$ cat src/rtl/buscador_pkg.sv
// Shared definitions for the binary-search driver of the magnitude comparator:
// FSM encoding, default operand width and the widened bound width.
package buscador_pkg;

    typedef enum logic [1:0] {
        IDLE    = 2'd0,
        COMPARE = 2'd1,
        FIN     = 2'd2
    } state_t;

    localparam int DEFAULT_WIDTH = 4;

    // lo/hi carry one extra bit so guess+1 at the top of the range is representable.
    localparam int BOUND_EXTRA = 1;

    function automatic int bound_width(input int w);
        return w + BOUND_EXTRA;
    endfunction

endpackage

$ cat src/rtl/paso_sar.sv
// One binary-search step: resolves the comparator flags and derives the next
// bounds, next midpoint and empty-range condition. BUSCADOR_CHECK_EN enables
// strict one-hot flag checking; otherwise flags resolve as igual > M > m.
module paso_sar
    import buscador_pkg::*;
#(
    parameter int WIDTH = DEFAULT_WIDTH
) (
    input  logic [WIDTH:0]   lo,
    input  logic [WIDTH:0]   hi,
    input  logic [WIDTH-1:0] guess,
    input  logic             M,
    input  logic             igual,
    input  logic             m,
    output logic             acierto,
    output logic             invalido,
    output logic             vacio,
    output logic [WIDTH:0]   next_lo,
    output logic [WIDTH:0]   next_hi,
    output logic [WIDTH-1:0] next_guess
);

    logic             sube;
    logic             baja;
    logic [WIDTH:0]   g_ext;
    logic [WIDTH+1:0] suma;

    // NOTE: every output gets a default before any branch so no latch is inferred.
    always_comb begin
        g_ext = {1'b0, guess};
`ifdef BUSCADOR_CHECK_EN
        invalido = ~((M ^ igual ^ m) & ~(M & igual & m));
        acierto  = igual & ~invalido;
        sube     = M & ~invalido;
        baja     = m & ~invalido;
`else
        invalido = 1'b0;
        acierto  = igual;
        sube     = ~igual & M;
        baja     = ~igual & ~M;  // all flags low is treated as m
`endif
        next_lo = lo;
        next_hi = hi;
        vacio   = 1'b0;

        if (sube) begin
            next_lo = g_ext + {{WIDTH{1'b0}}, 1'b1};
        end
        if (baja) begin
            // guess-1 below zero is an empty range, never a wrap-around
            if (guess == '0) begin
                vacio = 1'b1;
            end else begin
                next_hi = g_ext - {{WIDTH{1'b0}}, 1'b1};
            end
        end
        if (next_lo > next_hi) begin
            vacio = 1'b1;
        end

        suma       = {1'b0, next_lo} + {1'b0, next_hi};
        next_guess = suma[WIDTH:1];
    end

endmodule

$ cat src/rtl/buscador_sar.sv
// Binary-search driver for a combinational comparator: one probe per clock.
// Flag checking is selected at build time by BUSCADOR_CHECK_EN (see paso_sar).
module buscador_sar
    import buscador_pkg::*;
#(
    parameter int WIDTH = DEFAULT_WIDTH
) (
    input  logic             clk,
    input  logic             rst,
    input  logic             start,
    input  logic             M,
    input  logic             igual,
    input  logic             m,
    output logic [WIDTH-1:0] guess,
    output logic             busy,
    output logic             done,
    output logic             found,
    output logic [WIDTH-1:0] result,
    output logic             error
);

    localparam int BW = bound_width(WIDTH);
    localparam logic [BW-1:0]    HI_INI    = {1'b0, {WIDTH{1'b1}}};
    localparam logic [WIDTH-1:0] GUESS_INI = HI_INI[WIDTH:1];

    state_t           state_q, state_d;
    logic [BW-1:0]    lo_q, lo_d;
    logic [BW-1:0]    hi_q, hi_d;
    logic [WIDTH-1:0] guess_q, guess_d;
    logic [WIDTH-1:0] result_q, result_d;
    logic             found_q, found_d;
    logic             error_q, error_d;

    logic             acierto;
    logic             invalido;
    logic             vacio;
    logic [BW-1:0]    next_lo;
    logic [BW-1:0]    next_hi;
    logic [WIDTH-1:0] next_guess;

    paso_sar #(.WIDTH(WIDTH)) u_paso (
        .lo        (lo_q),
        .hi        (hi_q),
        .guess     (guess_q),
        .M         (M),
        .igual     (igual),
        .m         (m),
        .acierto   (acierto),
        .invalido  (invalido),
        .vacio     (vacio),
        .next_lo   (next_lo),
        .next_hi   (next_hi),
        .next_guess(next_guess)
    );

    // NOTE: state registers use non-blocking assignments so all update together at the edge.
    always_ff @(posedge clk) begin
        if (rst) begin
            state_q  <= IDLE;
            lo_q     <= '0;
            hi_q     <= '0;
            guess_q  <= '0;
            result_q <= '0;
            found_q  <= 1'b0;
            error_q  <= 1'b0;
        end else begin
            state_q  <= state_d;
            lo_q     <= lo_d;
            hi_q     <= hi_d;
            guess_q  <= guess_d;
            result_q <= result_d;
            found_q  <= found_d;
            error_q  <= error_d;
        end
    end

    always_comb begin
        state_d  = state_q;
        lo_d     = lo_q;
        hi_d     = hi_q;
        guess_d  = guess_q;
        result_d = result_q;
        found_d  = found_q;
        error_d  = error_q;

        unique case (state_q)
            IDLE: begin
                if (start) begin
                    lo_d     = '0;
                    hi_d     = HI_INI;
                    guess_d  = GUESS_INI;
                    result_d = '0;
                    found_d  = 1'b0;
                    error_d  = 1'b0;
                    state_d  = COMPARE;
                end
            end
            COMPARE: begin
                if (invalido) begin
                    result_d = guess_q;
                    found_d  = 1'b0;
                    error_d  = 1'b1;
                    state_d  = FIN;
                end else if (acierto) begin
                    result_d = guess_q;
                    found_d  = 1'b1;
                    state_d  = FIN;
                end else begin
                    lo_d = next_lo;
                    hi_d = next_hi;
                    if (vacio) begin
                        result_d = guess_q;
                        found_d  = 1'b0;
                        state_d  = FIN;
                    end else begin
                        guess_d = next_guess;
                    end
                end
            end
            FIN: begin
                state_d = IDLE;
            end
            default: begin
                state_d = IDLE;
            end
        endcase
    end

    assign guess  = guess_q;
    assign busy   = (state_q == COMPARE);
    assign done   = (state_q == FIN);
    assign found  = found_q;
    assign result = result_q;
    assign error  = error_q;

endmodule

$ cat config.mk
export PLATFORM = sky130hd
export DESIGN_NAME = buscador_sar
export DESIGN_NICKNAME = d
export VERILOG_FILES = /design/src/rtl/buscador_pkg.sv /design/src/rtl/paso_sar.sv /design/src/rtl/buscador_sar.sv
export SDC_FILE = /design/constraint.sdc
export NUM_CORES = 1
export LEC_CHECK = 0
export ABC_AREA = 1
export CAP_MARGIN = 20
export CORE_AREA = 2 2 54 56
export CTS_CLUSTER_SIZE = 10
export DETAILED_ROUTE_END_ITERATION = 12
export DIE_AREA = 0 0 56 58
export DONT_BUFFER_PORTS = 1
export PLACE_DENSITY = 0.66
export SYNTH_ARGS = -nofsm -noshare
export SYNTH_HDL_FRONTEND = slang
export SYNTH_SLANG_ARGS = --single-unit
$ cat constraint.sdc
create_clock -name clk -period 3 [get_ports clk]
set_input_delay 0.9 -clock clk [delete_from_list [all_inputs] [get_ports clk]]
set_output_delay 0.9 -clock clk [all_outputs]
set_load 0.02 [all_outputs]
==> After elaboration in Yosys (flattened, before gate mapping) <==
Index checks and enable logic that the tools add are counted.
{ "totals": {"reg_bits": 21, "in_bits": 6, "output_inout_bits": 12, "wordCells": 55} }
{ "classes": {"add_sub_neg": 3, "n_lt_le_gt_ge": 1, "n_eq_ne": 6, "muxes": 28, "n_bitwise": 4, "reduce_logical": 7} }
{ "ops": {"columns": ["op", "count"], "rows": [
  ["$mux 5", 7],
  ["$mux 4", 6],
  ["$pmux 5 s2", 2],
  ["$pmux 4 s2", 2],
  ["$mux 1", 6],
  ["$mux 2", 3],
  ["$ne 2x2->1 const B", 3],
  ["$reduce_and 3->1", 2],
  ["$add 4x1->5 const B", 1],
  ["$add 5x5->5", 1],
  ["$gt 5x5->1", 1],
  ["$sub 4x1->5 const B", 1],
  ["$logic_not 4->1", 1],
  ["$pmux 2 s2", 1],
  ["$reduce_and 4->1", 1],
  ["$ne 3x2->1 const B", 1],
  ["$and 1x1->1", 2],
  ["$eq 2x1->1 const B", 1],
  ["$eq 2x2->1 const B", 1],
  ["$logic_not 2->1", 1],
  ["$not 1->1", 2],
  ["$pmux 1 s2", 1],
  ["$reduce_and 2->1", 1],
  ["$reduce_bool 2->1", 1]
]} }

==> Depth between registers and ports, before layout <==
{ "logic_depth": {"depth_word": 8, "ltp_mapped": 18, "ltp_nobuf": 18} }

==> By module <==
From an unflattened synthesis, not the netlist that was laid out.
{ "unflattened": {"cells_unflattened": 249, "area_unflattened_um2": 1572.8} }
{ "by_module_without_submodules": {"columns": ["mod", "instances", "cells_each", "area_each_um2", "seq_area_each_um2"], "rows": [
  ["buscador_sar", 1, 154, 1023.5, 440.4],
  ["paso_sar", 1, 95, 549.3, 0.0]
]} }

==> Worst setup path before layout <==
Ideal clock, no wire load.
{ "synth_path": {"kind": "input -> register", "startpoint": "input port M", "endpoint": "register guess_q[0], in the netlist guess[0]", "setup_time_ns": 0.115, "arrival_time_ns": 2.488, "required_ns": 2.885, "setup_slack_ns": 0.397, "path_stages": 10, "path_buffers": 0, "cell_sequence": "inv_1 nor2_1 or2_2 o21ai_2 inv_1 ha_1 fa_1 or2_2 a21oi_1 nor2_1"} }
{ "synth_via": {"elab_chain_cells": 7, "elab_cells_between_ends": 14, "cone_classes": "add/sub: 1; order compare: 1; eq/ne: 1; mux: 7; bitwise: 3; reduce/logical: 1"} }
{ "synth_rtl": {"columns": ["item", "line", "rtl"], "rows": [
  ["from (decl)", "buscador_sar.sv:11", "input logic M,"],
  ["$not 1->1", "paso_sar.sv:40", "baja = ~igual & ~M;"],
  ["$and 1x1->1", "paso_sar.sv:40", null],
  ["$mux 5", "paso_sar.sv:49", "if (baja) begin"],
  ["$add 5x5->5 or $gt 5x5->1 (tied branches)", "paso_sar.sv:61, paso_sar.sv:57", null],
  ["$mux 4 or $mux 1 (tied branches)", "buscador_sar.sv:111, paso_sar.sv:57", null],
  ["$mux 4 or $ne 2x2->1 (tied branches)", null, null],
  ["$pmux 4 s2 or $reduce_and 4->1 (tied branches)", null, null],
  ["to (signal assigned)", "buscador_sar.sv:70", "guess_q <= guess_d;"],
  ["to (decl)", "buscador_sar.sv:29", "logic [WIDTH-1:0] guess_q, guess_d;"]
]} }
Several ways; a longest one is shown, not always the timed one. The select of a mux whose other input is x is not followed.
A chain may end at the register's enable or synchronous reset.

==> Final worst setup path <==
{ "layout_path": {"startpoint": "input port M", "endpoint": "register result_q[2], in the netlist result[2]"} }
{ "layout_via": {"elab_chain_cells": 7, "elab_cells_between_ends": 10, "cone_classes": "order compare: 1; eq/ne: 1; mux: 4; bitwise: 3; reduce/logical: 1"} }
{ "layout_rtl": {"columns": ["item", "line", "rtl"], "rows": [
  ["$not 1->1", "paso_sar.sv:40", null],
  ["$and 1x1->1", "paso_sar.sv:40", null],
  ["$mux 5", "paso_sar.sv:49", null],
  ["$gt 5x5->1", "paso_sar.sv:57", "if (next_lo > next_hi) begin"],
  ["$mux 1 (*)", "paso_sar.sv:57", null],
  ["$ne 3x2->1 (no source line) (*)", null, null],
  ["$reduce_and 3->1 (no source line) (*)", null, null],
  ["to (signal assigned)", "buscador_sar.sv:71", "result_q <= result_d;"],
  ["to (decl)", "buscador_sar.sv:30", "logic [WIDTH-1:0] result_q, result_d;"]
]} }
Every way passes the cells marked *; elsewhere a longest branch is shown, timed or not.

==> reports/summary.txt <==
status: finished clean
most common cell in the netlist: nand2_1
FF-to-FF End: result[2]
pin count of the biggest net entering global routing: 15
Root Buffer: clkbuf_4
clk sinks: 21
# IOs: 18
Post-synth EDFFs: 0
Hold Vio Cnt, Final: 0
Clock Skews: 0.0106 ns
setup total negative slack: 0 ns
worst setup margin: 0.418 ns
vias in the first global route: 1176
dpl cells: 231
hold_buf cts: 0
WS Path Type: primary input to flop
Starting DRT DRC Count: 36
Flop pwr share: 44.0%
Seq/Total Area, Yosys: 29.9%
worst-margin pin slew: 0.519 ns
Peak VDD IR: 0.375 mV
largest cells by area after synthesis: dfxtp_1 30%, nand2_1 12%, ha_1 9.8%
worst flop-to-flop path startpoint: guess[0]
total congestion overflow: 0
post-route ant nets: 0
Synth Flop Type: dfxtp_1
Total GRT Usage: 20.6%
router iterations before antenna repair: 4
switching share of total power: 38.3%
post-CTS setup buffers: 0
Int Power: 459 uW
top cell type's share of synthesized area: 29.9%
HP Class: flop to flop
Ant. Diodes: 0
worst r2r path cells: 15
Max-slew headroom: 65.4%
core area: 0.00266 mm2
Site Rows: 19
Nets: 223
Clock power frac: 18.3%
die area: 0.00325 mm2
Synth warnings: 0
hold path endpoint: hi_q[4]
H-tree lvl count: 1
crit share post-route: 86.1%
Gate power share: 37.7%
Remaining DRCs: 0
RSZ-0062 raised after global routing: no
total power: 744 uW
pwr/cell area: 506 mW/mm2
Final Non-Filler Cells: 235
critical path required time: 3.25 ns
post-synth top area cell: dfxtp_1
Synth Register Bits: 21
P&R area growth vs syn: 4.81%
Placement Setup Slack: 0.116 ns
Crit Path Max Fanout: 11
Worst-path clk slew: 0.12 ns
Die X: 56 um
CTS Buf Count: 3
via count: 1230
Final min period: 2.58 ns
Synthesized Nets: 217
Avg Vias per Cell: 5.23
Final setup viols: 0
Syn Std Cell Area: 0.00140 mm2
Leakage: 0.744 nW
Mean Syn Cell Area: 7.05 um2
first-pass GRT wire length: 5210 um
Die H: 58 um
post_cts resized: 0
flop-to-flop setup slack: 0.52 ns
hold_sp: hi_q[4]
Yosys cell types: 28
clock buffer depth: 2
Final Wtd Congestion: 0.874
drt total wl: 3060 um
PortBufs: 0
Peak Freq: 387 MHz
initial antenna violation count: 0
Synth async-reset ratio: 0%
max-slew violations: 0
post-synthesis cell count: 199
crit path DAT: 2.83 ns
share of cells above drive strength 1: 17.6%
CP endpoint kind: flop
switching power total: 285 uW
starting density of the core: 52.7%
Max Cap Viol: 0
DR WL/cell: 13.0 um
Critical Path Source Type: primary input
TritonCTS clock tree: done
hold path cells: 2
Worst-Skew Late Latency: 0.31 ns
HPWL Detailed: 2470 um
Post-synth top cells: 46 x nand2_1, 24 x inv_1, 21 x dfxtp_1, 21 x nand3_1, 14 x a21oi_1
-- through the flow --
stage | cell area [um2] | hold slack [ns] | util, %
floorplan | 1400 | 0.417 | -
global placement | 1450 | 0.427 | 54.3
detailed placement | 1450 | 0.442 | 54.3
CTS | 1470 | 0.460 | 55.3
global route | 1470 | 0.477 | 55.3
finish | 1470 | 0.458 | 55.3
-- worst max path at each step --
stage | start | to | slack, ns | depth (start not counted)
3_3_place_gp | M | result[2] | 0.12 | 15
3_5_place_dp | M | result[2] | 0.12 | 15
4_1_cts | M | result[2] | 0.44 | 15
5_1_grt | M | result[3] | 0.17 | 16
2_1_floorplan | M | guess[0] | 0.40 | 10
6_report | M | result[2] | 0.42 | 16
-- state kept, by name, summed over array words and instances, names as in the netlist --
signal   count
result       4
lo_q         5
hi_q         5
guess        4
state_q      2
found        1
-- power by group through the flow --
stage | Sequential [mW] | Combinational [mW] | Clock [mW]
after global placement | 0.334 | 0.274 | 0
final | 0.328 | 0.280 | 0.136
after CTS | 0.328 | 0.281 | 0.143
after global routing | 0.332 | 0.320 | 0.149
after detailed placement | 0.334 | 0.279 | 0
after floorplan | 0.335 | 0.218 | 0
-- worst max-delay path: stages --
cell	delay [ns]
inv_1	0.04
nor2_1	0.21
inv_2	0.15
a21oi_1	0.13
o21ai_1	0.09
nand2_1	0.12
ha_1	0.26
nor2_2	0.15
nand3_1	0.08
nand3_1	0.07
nand2_1	0.06
nand3_2	0.18
nand2_1	0.08
inv_1	0.15
nand2_1	0.07
nand2_1	0.08
-- routing by layer --
metal | GRT usage [%] | routed length, um | vias to the layer above
li1 | - | - | 644
met5 | 0 | 0 | -
met1 | 25.5 | 1380 | 547
met2 | 36.5 | 1460 | 31
met4 | 5.78 | 64 | 0
met3 | 4.46 | 148 | 8
-- layout by cell type, fill, tap and decap left out, types with 3 or more instances in the layout --
cell	count
nand2_1	46
inv_1	24
nand3_1	21
dfxtp_1	21
a21oi_1	14
nor2_1	13
ha_1	11
inv_2	7
o21ai_0	7
buf_4	6
nand2_2	4
or2_2	3
o21ai_2	3
o21ai_1	3
nand2_4	3
clkbuf_4	3
-- cells by family after synthesis --
group,Yosys count,share of synthesized area (%)
buffers and inverters,37,11.8
xor gates and xnor gates,3,1.87
DFF,21,29.9
other,1,0.267
and+or+nand+nor,94,31.6
adders and majority gates,12,11.2
AOI/OAI and AO/OA,31,13.4
-- area by class of cell --
| type | count | area [um2] |
|---|---|---|
| fill | 270 | 1190 |
| multi-input combinational | 141 | 818 |
| sequential | 21 | 420 |
| inverter | 32 | 123 |
| timing repair buffer | 6 | 45.0 |
| tap | 31 | 38.8 |
| clock buffer | 4 | 26.3 |
Note: power is estimated with default switching activity, not from simulation.
